<file path="config.mk">
export PLATFORM = sky130hd
export DESIGN_NAME = div8_stream_ctrl
export DESIGN_NICKNAME = d
export VERILOG_FILES = /design/src/rtl/div8_stream_ctrl.sv
export SDC_FILE = /design/constraint.sdc
export NUM_CORES = 1
export LEC_CHECK = 0
export ABC_AREA = 1
export CORE_MARGIN = 2
export CORE_UTILIZATION = 45
export DETAILED_ROUTE_END_ITERATION = 8
export DONT_BUFFER_PORTS = 1
export PLACE_DENSITY_LB_ADDON = 0.05
export SYNTH_ARGS = -nofsm -noshare
export SYNTH_HDL_FRONTEND = slang
export SYNTH_SLANG_ARGS = --single-unit
</file>
<file path="constraint.sdc">
create_clock -name clk -period 4.9 [get_ports clk]
set_input_delay 0.98 -clock clk [delete_from_list [all_inputs] [get_ports clk]]
set_output_delay 0.98 -clock clk [all_outputs]
set_load 0.005 [all_outputs]
</file>
<file path="src/rtl/div8_stream_ctrl.sv">
`default_nettype none
// ============================================================================
//  Module   : div8_stream_ctrl
//  Purpose  : Streams operand pairs into an external 8-bit array divider,
//             waits for it to settle, and queues results in a 2-entry FIFO.
//  Revision : 1.0  initial release
// ============================================================================
module div8_stream_ctrl #(
    parameter int SETTLE_CYCLES = 2
) (
    input  logic        clk,
    input  logic        rst_n,
    input  logic        in_valid,
    output logic        in_ready,
    input  logic [7:0]  in_dividend,
    input  logic [7:0]  in_divisor,
    output logic [7:0]  div_sbc,
    output logic [7:0]  div_sc,
    input  logic [7:0]  div_q,
    input  logic [7:0]  div_r,
    output logic        out_valid,
    input  logic        out_ready,
    output logic [7:0]  out_quot,
    output logic [7:0]  out_rem,
    output logic        out_dbz,
    output logic [15:0] op_count,
    output logic [7:0]  dbz_count
);

    localparam logic [1:0] c_idle    = 2'd0;
    localparam logic [1:0] c_settle  = 2'd1;
    localparam logic [1:0] c_capture = 2'd2;

    localparam logic [3:0] c_settle_last = 4'(SETTLE_CYCLES - 1);

    logic [1:0]  r_state;
    logic [1:0]  w_state_nxt;
    logic [3:0]  r_cnt;
    logic        r_dbz;
    logic [7:0]  r_sbc;
    logic [7:0]  r_sc;

    logic        r_wptr;
    logic        r_rptr;
    logic [1:0]  r_count;
    logic [7:0]  r_mem_q [0:1];
    logic [7:0]  r_mem_r [0:1];
    logic        r_mem_z [0:1];

    logic [15:0] r_op_count;
    logic [7:0]  r_dbz_count;

    logic        w_accept;
    logic        w_full;
    logic        w_wr;
    logic        w_pop;

    assign in_ready  = rst_n && (r_state == c_idle);
    assign out_valid = rst_n && (r_count != 2'd0);

    assign w_accept = in_valid && in_ready;
    assign w_full   = (r_count == 2'd2);
    // A full FIFO blocks the write even when a pop happens on the same edge.
    assign w_wr     = (r_state == c_capture) && !w_full;
    assign w_pop    = out_valid && out_ready;

    always_ff @(posedge clk) begin
        if (!rst_n) begin
            r_state <= c_idle;
        end else begin
            r_state <= w_state_nxt;
        end
    end

    always_comb begin
        w_state_nxt = r_state;
        case (r_state)
            c_idle: begin
                if (w_accept) begin
                    w_state_nxt = (in_divisor == 8'd0) ? c_capture : c_settle;
                end
            end
            c_settle: begin
                if (r_cnt == c_settle_last) begin
                    w_state_nxt = c_capture;
                end
            end
            c_capture: begin
                if (!w_full) begin
                    w_state_nxt = c_idle;
                end
            end
            default: w_state_nxt = c_idle;
        endcase
    end

    // Operand registers stay frozen from acceptance until the return to idle.
    always_ff @(posedge clk) begin
        if (!rst_n) begin
            r_cnt <= 4'd0;
            r_dbz <= 1'b0;
            r_sbc <= 8'd0;
            r_sc  <= 8'd0;
        end else if (w_accept) begin
            r_cnt <= 4'd0;
            r_dbz <= (in_divisor == 8'd0);
            r_sbc <= in_dividend;
            r_sc  <= in_divisor;
        end else if (r_state == c_settle) begin
            r_cnt <= r_cnt + 4'd1;
        end
    end

    always_ff @(posedge clk) begin
        if (!rst_n) begin
            r_wptr     <= 1'b0;
            r_rptr     <= 1'b0;
            r_count    <= 2'd0;
            r_mem_q[0] <= 8'd0;
            r_mem_q[1] <= 8'd0;
            r_mem_r[0] <= 8'd0;
            r_mem_r[1] <= 8'd0;
            r_mem_z[0] <= 1'b0;
            r_mem_z[1] <= 1'b0;
        end else begin
            if (w_wr) begin
                r_mem_q[r_wptr] <= r_dbz ? 8'hFF : div_q;
                r_mem_r[r_wptr] <= r_dbz ? r_sbc : div_r;
                r_mem_z[r_wptr] <= r_dbz;
                r_wptr          <= ~r_wptr;
            end
            if (w_pop) begin
                r_rptr <= ~r_rptr;
            end
            r_count <= r_count + {1'b0, w_wr} - {1'b0, w_pop};
        end
    end

    always_ff @(posedge clk) begin
        if (!rst_n) begin
            r_op_count  <= 16'd0;
            r_dbz_count <= 8'd0;
        end else if (w_wr) begin
            r_op_count <= r_op_count + 16'd1;
            if (r_dbz && (r_dbz_count != 8'hFF)) begin
                r_dbz_count <= r_dbz_count + 8'd1;
            end
        end
    end

    assign div_sbc   = r_sbc;
    assign div_sc    = r_sc;
    assign out_quot  = r_mem_q[r_rptr];
    assign out_rem   = r_mem_r[r_rptr];
    assign out_dbz   = r_mem_z[r_rptr];
    assign op_count  = r_op_count;
    assign dbz_count = r_dbz_count;

endmodule
`default_nettype wire

</file>
Yosys cells after proc, flatten, opt, wreduce, memory -nomap -nowiden

Memories as Yosys holds them, arrays and structs flattened. A register that Yosys moved wholly into a read port is not among the register bits.
Cells that the tools add are included.

Mux-type cells: 26
Reductions and logical operators: 16
Multiply operators: 0
Shift-type cells: 0
$lt $le $gt $ge: 0
Add/sub/neg operators: 5
Div/mod/pow operators: 0
Bitwise logic cells: 3
Eq/ne operators: 8

Operators by type and width:

| cell                    | number |
|---|---|
| $mux W8                 | 4 |
| $mux W1                 | 17 |
| $add A16 B1 Y16 const B | 1 |
| $reduce_or A8 Y1        | 2 |
| $add A8 B1 Y8 const B   | 1 |
| $logic_not A8 Y1        | 1 |
| $mux W2                 | 4 |
| $ne A8 B8 Y1 const B    | 1 |
| $logic_and A1 B1 Y1     | 6 |
| $ne A2 B2 Y1 const B    | 3 |
| $pmux W2 S3             | 1 |
| $add A4 B1 Y4 const B   | 1 |
| $eq A2 B2 Y1 const B    | 2 |
| $eq A4 B1 Y1 const B    | 1 |
| $not A1 Y1              | 3 |
| $reduce_and A3 Y1       | 1 |
| $add A2 B1 Y2           | 1 |
| $eq A2 B1 Y1 const B    | 1 |
| $logic_not A2 Y1        | 1 |
| $reduce_and A2 Y1       | 1 |
| $reduce_bool A2 Y1      | 1 |
| $reduce_or A2 Y1        | 1 |
| $sub A2 B1 Y2           | 1 |
| $logic_not A1 Y1        | 1 |
| $reduce_or A1 Y1        | 1 |

Bits in read-only memories: 0
RAM bits: 34
Output and inout bits: 59
Memories kept: 3
Bits in registers: 51
Latch bits: 0

Memory list:

| memory  | depth | bits a word | rd ports | clocked after memory_dff | wr ports | RTL line | source |
|---|---|---|---|---|---|---|---|
| r_mem_q | 2     | 8           | 1        | 1                        | 2        | 46       | `logic [7:0] r_mem_q [0:1];` |
| r_mem_r | 2     | 8           | 1        | 1                        | 2        | 47       | `logic [7:0] r_mem_r [0:1];` |
| r_mem_z | 2     | 1           | 1        | 1                        | 2        | 48       | `logic r_mem_z [0:1];` |

Depth between registers and ports, before layout

Gate-level depths: netlist of the first run.

Depth in word-level cells: 8
Gate-level depth with buffers: 8
Mapped depth without buffers: 8

Worst setup path before layout of the first run

OpenSTA, ideal clock, no wires.

Kind: input-to-output
Start point: in rst_n
End point: out in_ready
Buffers on the path: 2
Slack: 2.221 ns
Arrival: 1.699 ns
Data required time: 3.920 ns
Cell stages on the path: 4
Path through: inv_1 > clkbuf_1 > clkbuf_1 > nor2_1

Longest elaborated chain between the ends: 1

Ends and longest elaborated chain:

| item                | RTL line | source |
|---|---|---|
| from (decl)         | 12       | `input logic rst_n,` |
| $logic_and A1 B1 Y1 | 58       | `assign in_ready = rst_n && (r_state == c_idle);` |
| to (decl)           | 14       | `output logic in_ready,` |

No other way between the ends.

Worst setup path in the final report of the first run

Start point: in rst_n
End point: out out_valid

Longest elaborated chain between the ends: 1

Ends and longest elaborated chain:

| item                | RTL line | source |
|---|---|---|
| $logic_and A1 B1 Y1 | 59       | `assign out_valid = rst_n && (r_count != 2'd0);` |
| to (decl)           | 21       | `output logic out_valid,` |

No other way between the ends.

==> results of run 1 <==
final cells by class:
cell class / instances / area [um2]
clock buffer: 9 / 124
tap: 108 / 135
inverter: 61 / 236
clock inverter: 7 / 66.3
fill: 861 / 4410
sequential: 86 / 2040
multi-input combinational: 301 / 1580
cells in the final DEF (no fill, tap or decap):
| cell | netlist | routed |
|---|---|---|
| nor2_4 | 3 | 3 |
| clkinv_1 | 1 | 1 |
| a21oi_2 | 1 | 1 |
| nand4_1 | 5 | 5 |
| dfxtp_1 | 54 | 54 |
| and3_1 | 1 | 1 |
| nand3_1 | 24 | 24 |
| nand2_4 | 2 | 2 |
| nor3b_2 | 1 | 1 |
| edfxtp_1 | 32 | 32 |
| clkinv_4 | 0 | 1 |
| clkbuf_8 | 0 | 9 |
| nor3_1 | 4 | 4 |
| o22ai_1 | 1 | 1 |
| nand3b_1 | 3 | 3 |
| mux2_2 | 16 | 16 |
| a21oi_1 | 30 | 30 |
| inv_6 | 1 | 5 |
| inv_4 | 1 | 1 |
| inv_1 | 57 | 57 |
| inv_2 | 1 | 1 |
| nor4_1 | 1 | 1 |
| o21ai_1 | 8 | 8 |
| o21ai_0 | 24 | 24 |
| or2_2 | 1 | 1 |
| nand3_4 | 2 | 2 |
| inv_8 | 0 | 2 |
| xor2_1 | 6 | 6 |
| xnor2_1 | 5 | 5 |
| a211oi_1 | 1 | 1 |
| ha_1 | 5 | 5 |
| nand2_1 | 91 | 91 |
| nand3_2 | 1 | 1 |
| nor2_1 | 65 | 65 |
cells in the mapped netlist, types with 2 or more instances:
| cell | n | share of area (%) |
|---|---|---|
| edfxtp_1 | 32 | 24 |
| nor2_1 | 65 | 6.2 |
| ha_1 | 5 | 1.6 |
| buf_2 | 7 | 0.89 |
| mux2_2 | 16 | 4.6 |
| clkbuf_1 | 5 | 0.48 |
| xnor2_1 | 5 | 1.1 |
| nand2_1 | 91 | 8.7 |
| o21ai_0 | 24 | 3.0 |
| nor2_4 | 3 | 0.86 |
| nand3_4 | 2 | 0.89 |
| inv_1 | 57 | 5.4 |
| a21oi_1 | 30 | 3.8 |
| dfxtp_1 | 54 | 27 |
| nor3_1 | 4 | 0.51 |
| nand3b_1 | 3 | 0.57 |
| o21ai_1 | 8 | 1.0 |
| xor2_1 | 6 | 1.3 |
| nand3_1 | 24 | 3.0 |
| nand2_4 | 2 | 0.57 |
| nand4_1 | 5 | 0.79 |
| buf_6 | 2 | 0.57 |
metal layers:
layer	wire [um]	part of all wire, %	global-route usage (%)
met1	3750	47	24.2
met3	431	5.4	4.68
met2	3810	47	26.4
met4	58	0.72	6.09
met5	0	0	0
through the flow:
stage	util (%)	instance area, um2	setup WS (ns)	cells	hold WS, ns
floorplan	-	3950	2.22	463	0.442
global placement	46.5	4000	2.22	556	0.454
detailed placement	46.5	4000	2.14	556	0.462
CTS	48.7	4190	2.19	572	0.481
global route	48.7	4190	2.14	572	0.503
finish	48.7	4190	2.22	572	0.481
how the worst min path moves through the flow:
stage          slack, ns        start           to
2_1_floorplan       0.44   r_mem_z[0]   r_mem_z[0]
3_3_place_gp        0.45   r_mem_z[0]   r_mem_z[0]
3_5_place_dp        0.46   r_mem_z[0]   r_mem_z[0]
4_1_cts             0.48   r_mem_z[0]   r_mem_z[0]
5_1_grt             0.50  op_count[5]  op_count[5]
6_report            0.48  op_count[5]  op_count[5]
power groups by stage:
stage	clock (uW)	sequential (uW)	combinational, uW
floorplan	0	791	66.7
global placement	0	799	72.6
detailed placement	0	799	73.1
CTS	506	783	73.4
global route	537	786	84.5
finish	490	782	72.1
state kept, by name, summed over array words and instances (netlist names), named ones only:
name and flops:
r_cnt 4, op_count 16, dbz_count 8, r_dbz 1, div_sc 8, r_state 2
r_rptr 1, r_wptr 1, r_mem_r 16, r_mem_q 16, div_sbc 8, r_mem_z 2
r_count 2
cell families after synthesis:
group | share of synthesized area, %
buf+inv | 8.12
flops | 51.7
fa+ha+maj | 1.59
xor+xnor | 2.44
simple gates | 23.1
mux | 4.57
compound gates | 8.43
==> impl_results.md, run 1 <==
- Register-to-register setup slack: ~2.9 ns
- CP Launch Type: input pin
- RSZ-0062 raised after global routing: no
- Slew @ Worst Pin: 0.799 ns
- Reg-to-Reg Start: r_state[1]
- H-tree levels: 3
- I/O pins: 95
- Mapped Cells: 463
- Detailed-route via count: between 2000 and 3000
- Die Span Y: 97.6 um
- Cts hold-fix bufs: 0
- Worst-Skew Late Latency: roughly 0.35 ns
- Switching part of the total: 26.6%
- Status: completed
- Fin nets: 500
- Worst setup endpoint: out_valid
- CP top delay family: buffers and inverters
- Die Wd: ~98 um
- Sequential share of power: between 50 and 60%
- CP Max Fanout: 31
- Min-Delay Path Class: reg2reg
- PortBufs: 0
- Fmax: 0.374 GHz
- FF-to-FF path depth: 6
- Routed Antenna Nets: 0
- Rel. slew slack: 46.7%
- CTS tree: done
- Number of synthesized flops with an enable pin: 32
- Gr ovfl total: 0
- Max-Cap Viols: 0
- Worst EP required: approximately 3.9 ns
- HPWL Detailed: ~5600 um
- Clock Tree Root: clkbuf_8
- DR iter-0 viols: about 130
- Critical-path cell list: inv_1, nor2_1
- Initial antenna violation count: 0
- Final setup vio count: 0
- DRC: 0
- Power, Total: ~1300 uW
- Area Overhead vs Synth: 6.12%
- Post-CTS Resized: 0
- Hold Fails Final Rpt: 0
- Synth Flop Type: dfxtp_1
- Count of pins over their slew limit: 0
- WP buf/inv: 1
- First-pass GRT wire length: between 10000 and 15000 um
- Critical path depth in cells: 2
- Initial Utilization: between 40 and 50%
- Post-CTS setup buffer count: 0
- Drt pass-1 iters: 4
- Clk_skew: 0.0147 ns
- ANT cells: 0
- Minimum clock period: around 2.7 ns
- CP Capture Type: primary output
- Synth Register Bits: 86
- Synthesis warning total: 0
- Worst EP arrival: 1.70 ns
- TNS Setup: 0 ns
- Min-Delay Path Depth: 2
- Sw Pwr: 357 uW
- Std-Cell Core Area: approximately 8600 um2
- Clock Power Share: 36.5%
- Vias in the first global route: about 2700
- Final WL: roughly 8000 um
- Rows: 34
- Clock-pin slew on the worst setup and hold paths: ~0.090 ns
- WS Path Type: in2out
- Slowest library cell on the worst path: inv_1
- Asr flop ratio synth: 0%
- Critical Path Source: rst_n
- Routability cong.: around 0.77
- All-layer global routing usage: ~17%
- Worst path max stage delay: approximately 0.5 ns
- Synthesized cell area: 3950 um2
- Comb pwr share: under 10%
- Pint: ~990 uW
- Yosys cell types: 35
- Worst r2r dst: r_mem_q[0][7]
- VDD IR max: between 150 and 200 uV
- Total CTS buffers: 9
- Pwr Density: roughly 320 nW/um2
- Syn nets: between 500 and 600
- Pin count of the biggest net entering global routing: 32
- Period utilization: approximately 55%
- Mapped Avg Cell Area: 8.52 um2
- CTS sink count: 86
- DR WL/cell: around 14 um
- Share of cells above drive strength 1: roughly a tenth
- Vias/cell: ~5
- Clk buf depth: 2
- Die area: between 9000 and 10000 um2
- Post-synthesis sequential area ratio: 51.7%
- Static Leak: between 0.0015 and 0.002 uW
(Power assumes the default switching activity.)
==> run 2: changes to the inputs <==
==> constraint.sdc (replaced) <==
create_clock -name clk -period 2.62 [get_ports clk]
set_input_delay 0.524 -clock clk [delete_from_list [all_inputs] [get_ports clk]]
set_output_delay 0.524 -clock clk [all_outputs]
set_load 0.005 [all_outputs]
==> impl_results.md, run 2 (synthesized netlist as in run 1, its figures left out) <==
- Final instance area: 4220 um2 (+0.75%)
- Die Span Y: 97.6 um (unchanged)
- CTS tree: done
- CP Max Fanout: 18 (-42%)
- RSZ-0062 raised after global routing: no
- Post-CTS setup buffer count: 0 (unchanged)
- Share of cells above drive strength 1: 10.3% (+0.39 points)
- Cts hold-fix bufs: 0 (unchanged)
- Die area: 9530 um2 (unchanged)
- Hold Fails Final Rpt: 0 (unchanged)
- Critical-path cell list: mux2_2
- WS Path Type: reg2out
- Initial Utilization: 45.9% (unchanged)
- Die Wd: 97.6 um (unchanged)
- Static Leak: 0.00166 uW (+0.58%)
- DR WL/cell: 14.1 um (about the same)
- Slew @ Worst Pin: 0.732 ns (-0.0671 ns)
- Routability cong.: 0.799 (+4.1%)
- Rel. slew slack: 51.2% (+4.5 points)
- ANT cells: 0 (unchanged)
- Post-CTS Resized: 0 (unchanged)
- Routed Antenna Nets: 0 (unchanged)
- H-tree levels: 3 (unchanged)
- I/O pins: 95 (unchanged)
- Minimum clock period: roughly 2.1 ns
- DRC: 0 (unchanged)
- Worst-Skew Late Latency: 0.36 ns (about the same)
- Fmax: between 0.4 and 0.5 GHz
- Pwr Density: 607 nW/um2 (+89%)
- PortBufs: 0 (unchanged)
- Worst EP arrival: 1.59 ns (-0.11 ns)
- Detailed-route via count: 2861 (+0.42%)
- Vias/cell: 4.98 (about the same)
- Clock Tree Root: clkbuf_8
- Gr ovfl total: 0 (unchanged)
- Min-Delay Path Class: in2reg
- Worst path max stage delay: 0.80 ns (+0.29 ns)
- CP Launch Type: flop
- Final setup vio count: 0 (unchanged)
- Clock-pin slew on the worst setup and hold paths: 0.09 ns (about the same)
- WP buf/inv: 0 (-1)
- Period utilization: a little over 80%
- Worst EP required: 2.10 ns (-1.82 ns)
- Count of pins over their slew limit: 0 (unchanged)
- All-layer global routing usage: 17.8% (+0.42 points)
- Fin nets: 502 (+0.40%)
- CP Capture Type: primary output
- Commonest non-fill, non-tap cell in the layout: nand2_1
- Std-Cell Core Area: 8590 um2 (unchanged)
- HPWL Detailed: 5730 um (+3.1%)
- CTS sink count: 86 (unchanged)
- First-pass GRT wire length: 13800 um (+3.4%)
- Final WL: 8080 um (+0.35%)
- Placed Area: 4010 um2 (+0.38%)
- Area Overhead vs Synth: 6.91%
- Slowest library cell on the worst path: dfxtp_1
- Initial antenna violation count: 0 (unchanged)
- Max-Cap Viols: 0 (unchanged)
- Most frequent cells in the layout: nand2_1 (91), nor2_1 (65), inv_1 (57)
- DR iter-0 viols: 111 (-17%)
- Clk_skew: 0.0151 ns (+0.000428 ns)
- Clk buf depth: 2 (unchanged)
- Drt pass-1 iters: 4 (unchanged)
- Vias in the first global route: 2789 (+4.7%)
- Status: completed
- Total CTS buffers: 9 (unchanged)
- VDD IR max: 309 uV (+100%)
- Rows: 34 (unchanged)
- Pin count of the biggest net entering global routing: 32 (unchanged)
- TNS Setup: 0 ns (unchanged)
- CP top delay family: flip-flops
-- run 2: cell count changes in the layout (fill, tap and decap cells not counted) --
cell        before  now
inv_8            2    0
bufinv_16        0    1
clkinv_8         0    1
buf_4            0    2
clkinvlp_2       0    2
inv_6            5    3
-- run 2: metal layers --
| metal | track usage (%) | part of all wire (%) |
|---|---|---|
| met5 | 0 | 0 |
| met1 | 24.0 | 48 |
| met3 | 4.96 | 5.7 |
| met2 | 27.6 | 45 |
| met4 | 6.62 | 1.5 |
-- run 2: final cells by class --
class | count | area (um2)
well taps | 108 | 135
inverters | 61 | 236
clock inverters | 7 | 82.6
clock buffers | 9 | 124
fillers | 865 | 4370
multi-input cells | 301 | 1580
flip-flops and latches | 86 | 2040
repair buffers | 2 | 15.0
-- run 2: stage by stage --
step           cells  setup slack [ns]  hold WS (ns)  utilization (%)  total power (uW)
2_1_floorplan    463             0.853         0.442                -              1600
3_3_place_gp     558             0.689         0.456             46.7              1630
3_5_place_dp     558             0.601         0.463             46.7              1640
4_1_cts          574             0.448         0.256             49.1              2590
5_1_grt          574             0.354         0.253             49.1              2680
6_report         574             0.506         0.271             49.1              2560
-- run 2: power by group --
| part | switching (uW) | leakage (uW) | total (uW) | internal [uW] |
|---|---|---|---|---|
| Clock | 505 | 0.0000991 | 957 | 452 |
| Combinational | 93.7 | 0.000795 | 139 | 44.9 |
| Sequential | 34.5 | 0.000769 | 1460 | 1430 |
| Total | 633 | 0.00166 | 2560 | 1930 |
-- run 2: path summary, 6_finish.rpt --
| check | startpoint | endpoint | slack (ns) | cells past startpoint |
|---|---|---|---|---|
| worst min-delay path | rst_n | r_count[0] | 0.27 | 2 |
| worst max-delay path | flop | out_rem[7] | 0.51 | 1 |
| worst max register to register | r_state[1] | r_mem_q[1][7] | 0.63 | 6 |
| worst min register to register | r_mem_z[0] | r_mem_z[0] | 0.47 | 2 |
==> patch 1, RTL diff (settings of run 2) <==
Make the reset (`rst_n`) asynchronous in 4 clocked blocks.
--- a/src/rtl/div8_stream_ctrl.sv
+++ b/src/rtl/div8_stream_ctrl.sv
@@ -66,3 +66,3 @@
 
-    always_ff @(posedge clk) begin
+    always_ff @(posedge clk or negedge rst_n) begin
         if (!rst_n) begin
@@ -97,3 +97,3 @@
     // Operand registers stay frozen from acceptance until the return to idle.
-    always_ff @(posedge clk) begin
+    always_ff @(posedge clk or negedge rst_n) begin
         if (!rst_n) begin
@@ -113,3 +113,3 @@
 
-    always_ff @(posedge clk) begin
+    always_ff @(posedge clk or negedge rst_n) begin
         if (!rst_n) begin
@@ -138,3 +138,3 @@
 
-    always_ff @(posedge clk) begin
+    always_ff @(posedge clk or negedge rst_n) begin
         if (!rst_n) begin
Check against the original RTL: differs if rst_n is asserted again (counterexample within 4 cycles, from zero or initial values and one cycle with rst_n low); with rst_n held inactive, the same outputs for 10 cycles.
==> patch 1 against run 2 <==
- sequential cell count fell by 1
- area after synthesis rose by 4.1%
- wire length rose by 10%
- count of clock-buffer cells in the layout rose by 1
- worst setup slack improved by 130 ps
- design area rose by 4.6%
- critical path type unchanged
Power is not compared: it rests on default switching activity, and its combinational part moved more than twofold at a synthesized area within 25%.
==> patch 1: results (changes against run 2) <==
Status
  – Status: finished clean (unchanged)

Layout
  – Layout non-clock buf frac: 0.01134 (was 0.003559)
  – Fillers: 877 (was 865)
  – Share of layout cells above drive strength 1: 0.07843 (was 0.1030)
  – Clock Network Area Fraction: 0.05074 (was 0.04893)
  – Multi-input logic area: 1635 µm² (was 1584 µm²)
  – Inverters excl. clock: 62 (was 61)
  – Final Util: 0.5013 (was 0.4910)

Global route
  – GRT Total Usage: 0.1921 (was 0.1785)
  – Number of global-route vias before repair: 3014 (was 2789)
  – GRT met2 Usage: 0.3103 (was 0.2759)

Route
  – Met1 Wirelength: 4056 µm (was 3891 µm)

Logic synthesis
  – Post-Synth XOR/XNOR Area: 0.04264 (was 0.02441)
  – Mux share of post-synthesis cell area: 0 (was 0.04566)
  – Post-synthesis compound-gate area fraction: 0.06610 (was 0.08434)
  – Yosys top cell area share: 0.5178 (was 0.2739)
  – Post-synth top cells: nand2_1 (204), dfrtp_1 (85), inv_1 (59) (was nand2_1 (91), nor2_1 (65), inv_1 (57))

STA
  – Worst-Margin Slew: 711.1 ps (was 731.6 ps)
  – Clock Skew: 12.79 ps (was 15.14 ps)

Setup path
  – FF-to-FF path depth: 5 (was 6)
  – Reg-to-Reg End: r_mem_r[8] (was r_mem_q[1][7])
  – Worst setup path endpoint: out_rem[1] (was out_rem[7])
  – Worst Path Max Fanout: 23 (was 18)
  – R2r setup slk: 910 ps (was 630 ps)

Placed design
  – DP Area: 4163 µm² (was 4013 µm²)

CTS
  – Cts hold-fix bufs: 1 (was 0)

Worst hold path
  – Worst hold path class: in -> async (was in -> reg)
## patch 1: per-stage QoR
| stage | total power, mW | setup WS, ps |
|---|---|---|
| 6_report | 4.290 | 634.4 |
| 5_1_grt | 4.672 | 507.3 |
| 4_1_cts | 4.364 | 593.7 |
| 3_5_place_dp | 3.282 | 887.7 |
| 3_3_place_gp | 3.246 | 883.4 |
| 2_1_floorplan | 2.970 | 1150 |
## patch 1: power by group through the flow
| stage | clock network [mW] | registers (mW) | logic (mW) |
|---|---|---|---|
| floorplan | 0 | 2.07 | 0.899 |
| global placement | 0 | 2.18 | 1.07 |
| detailed placement | 0 | 2.19 | 1.09 |
| CTS | 1.07 | 2.16 | 1.13 |
| global route | 1.12 | 2.23 | 1.32 |
| finish | 1.03 | 2.16 | 1.10 |
## patch 1: kinds of logic after synthesis
logic type                 count (synthesis)
AOI/OAI and AO/OA                         52
xor gates and xnor gates                  20
adders and majority gates                  6
buffers and inverters                     78
DFF                                       85
and+or+nand+nor                          265
==> patch 2, RTL diff (config.mk and constraints of run 2) <==
Without the edit above. Register the inputs `in_dividend`, `in_divisor`, `div_q` and `div_r` before use. The logic sees them one clock later. The other inputs are not delayed to match.
--- a/src/rtl/div8_stream_ctrl.sv
+++ b/src/rtl/div8_stream_ctrl.sv
@@ -34,2 +34,14 @@
     localparam logic [3:0] c_settle_last = 4'(SETTLE_CYCLES - 1);
+
+    logic [7:0] in_dividend_q;
+    logic [7:0] in_divisor_q;
+    logic [7:0] div_q_q;
+    logic [7:0] div_r_q;
+
+    always_ff @(posedge clk) begin
+        in_dividend_q <= in_dividend;
+        in_divisor_q  <= in_divisor;
+        div_q_q       <= div_q;
+        div_r_q       <= div_r;
+    end
 
@@ -79,3 +91,3 @@
                 if (w_accept) begin
-                    w_state_nxt = (in_divisor == 8'd0) ? c_capture : c_settle;
+                    w_state_nxt = (in_divisor_q == 8'd0) ? c_capture : c_settle;
                 end
@@ -105,5 +117,5 @@
             r_cnt <= 4'd0;
-            r_dbz <= (in_divisor == 8'd0);
-            r_sbc <= in_dividend;
-            r_sc  <= in_divisor;
+            r_dbz <= (in_divisor_q == 8'd0);
+            r_sbc <= in_dividend_q;
+            r_sc  <= in_divisor_q;
         end else if (r_state == c_settle) begin
@@ -126,4 +138,4 @@
             if (w_wr) begin
-                r_mem_q[r_wptr] <= r_dbz ? 8'hFF : div_q;
-                r_mem_r[r_wptr] <= r_dbz ? r_sbc : div_r;
+                r_mem_q[r_wptr] <= r_dbz ? 8'hFF : div_q_q;
+                r_mem_r[r_wptr] <= r_dbz ? r_sbc : div_r_q;
                 r_mem_z[r_wptr] <= r_dbz;
Function: changed (a bounded check fails within 4 cycles, from zero or initial values and one cycle with rst_n low).
==> patch 2 against run 2 <==
- sequential share of layout area is 0.45 points higher
- worst setup slack worse by 170 ps
- sequential cell count is 32 higher
- register-to-register slack better by 60 ps
- area after synthesis is 18% higher
- first-iteration DRC count is 30% higher
- wire length is 14% higher
- global-route usage is 0.90 points lower
- fmax is 7.4% lower
- count of clock-buffer cells in the layout is 16 higher
- design area is 30% higher
- critical path type unchanged
- critical endpoint is now out_quot[2]
- largest cell class unchanged
Power is not compared: it rests on default switching activity, and its combinational part moved more than twofold at a synthesized area within 25%.
==> patch 2: results (changes against run 2) <==
CTS
  – PostCTS Resize Cnt: 0 (unchanged)
  – Clock transition time at the flip-flop clock pins of the worst setup and hold paths: 50 ps (was 90 ps)
  – Clock Latency Late Sink: 510 ps (was 360 ps)
  – CTS H-tree lvls: 4 (was 3)
  – Clk root buf: clkbuf_8 (unchanged)
  – Cts bufs inserted: 17 (was 9)

Layout
  – Share of layout cells above drive strength 1: 0.1447 (was 0.1030)
  – Layout Nets: 568 (was 502)
  – Fillers: 941 (was 865)
  – Number of diodes: 0 (unchanged)

Status
  – Status: finished clean (unchanged)

Global route
  – Number of global-route vias before repair: 2994 (was 2789)
  – Maximum number of pins on one net before global-route repair: 36 (was 32)
  – Global-route wire length before repair: 14570 µm (was 13790 µm)
  – GRT Total Usage: 0.1695 (was 0.1785)

Setup path
  – R2r setup slk: 690 ps (was 630 ps)
  – Top delay family on crit path: flip-flops (unchanged)
  – Slowest stage delay, CP: between 800 and 900 ps
  – Crit path DAT: 1760 ps (was 1590 ps)

Route
  – Iteration-0 DRC Markers: 144 (was 111)
  – Total Wirelength: 9196 µm (was 8075 µm)
  – Detailed-route via count: 3256 (was 2861)

Logic synthesis
  – Synth area leaders: dfxtp_1 (37%), edfxtp_1 (21%), nand2_1 (7.5%) (was dfxtp_1 (27%), edfxtp_1 (24%), nand2_1 (8.7%))
  – Async S/R FF share, synth: 0 (unchanged)
  – Post-synthesis sequential area ratio: 0.5754 (was 0.5174)
  – Post-Syn Nets: 550 (was 504)
  – EDFF count, synth: 32 (unchanged)
  – Yosys synthesis warning count: 0 (unchanged)
  – Post-synth top cells: nand2_1 (93), dfxtp_1 (86), inv_1 (60) (was nand2_1 (91), nor2_1 (65), inv_1 (57))

STA
  – Clock Skew: 6.877 ps (was 15.14 ps)
  – Worst-Margin Slew: 759.9 ps (was 731.6 ps)
  – Hold slack: 35.35 ps (was 271.4 ps)

Placed design
  – Final GP Congestion: 0.7945 (was 0.7992)
  – Final HPWL DP: 6240 µm (was 5728 µm)
## patch 2: per-stage QoR
step                std cells    util  setup slack, ps  cell area [µm²]
finish                    675  0.5392            336.3             5492
global route              675  0.5392            191.9             5492
CTS                       662  0.5264            258.7             5361
detailed placement        631  0.4663            679.3             4750
global placement          631  0.4663            734.6             4750
floorplan                 509       -            879.7             4662
## patch 2: layer usage
metal / vias to the layer above / track usage / part of all wire
met5: - / 0 / 0
met4: 0 / 0.06203 / 0.015
met3: 15 / 0.07978 / 0.068
met2: 76 / 0.2677 / 0.48
met1: 1475 / 0.2017 / 0.44
li1: 1690 / - / -
## patch 2: final cells by class
type,instances,share of cell area
Inverter,66,0.04511
Clock inverter,6,0.01549
Tap cell,136,0.03099
Timing Repair Buffer,15,0.02643
Sequential cell,118,0.4885
Clock buffer,25,0.09592
Multi-Input combinational cell,309,0.2976
## patch 2: final timing paths
path,start,endpoint,depth (start not counted)
min reg2reg,in_dividend_q[6],div_sbc[6],2
max reg2reg,r_state[1],r_mem_r[0][6],6
max,register,out_quot[2],1
min,in_divisor[1],in_divisor_q[1],0
## patch 2: power groups by stage
| stage | sequential [mW] | combinational [mW] | clock [mW] |
|---|---|---|---|
| floorplan | 2.06 | 0.258 | 0 |
| global placement | 2.10 | 0.275 | 0 |
| detailed placement | 2.10 | 0.281 | 0 |
| CTS | 2.06 | 0.283 | 2.38 |
| global route | 2.07 | 0.336 | 2.46 |
| finish | 2.06 | 0.294 | 2.33 |
## patch 2: logic make-up after synthesis
family / after synthesis / share of synthesized area
adder cells (fa/ha/maj): 5 / 0.01342
multiplexers: 16 / 0.03865
XOR/XNOR: 5 / 0.009393
AND/OR/NAND/NOR: 213 / 0.2099
flip-flops: 118 / 0.5754
AO/OA/AOI/OAI: 70 / 0.07918
buffers and inverters: 82 / 0.07407
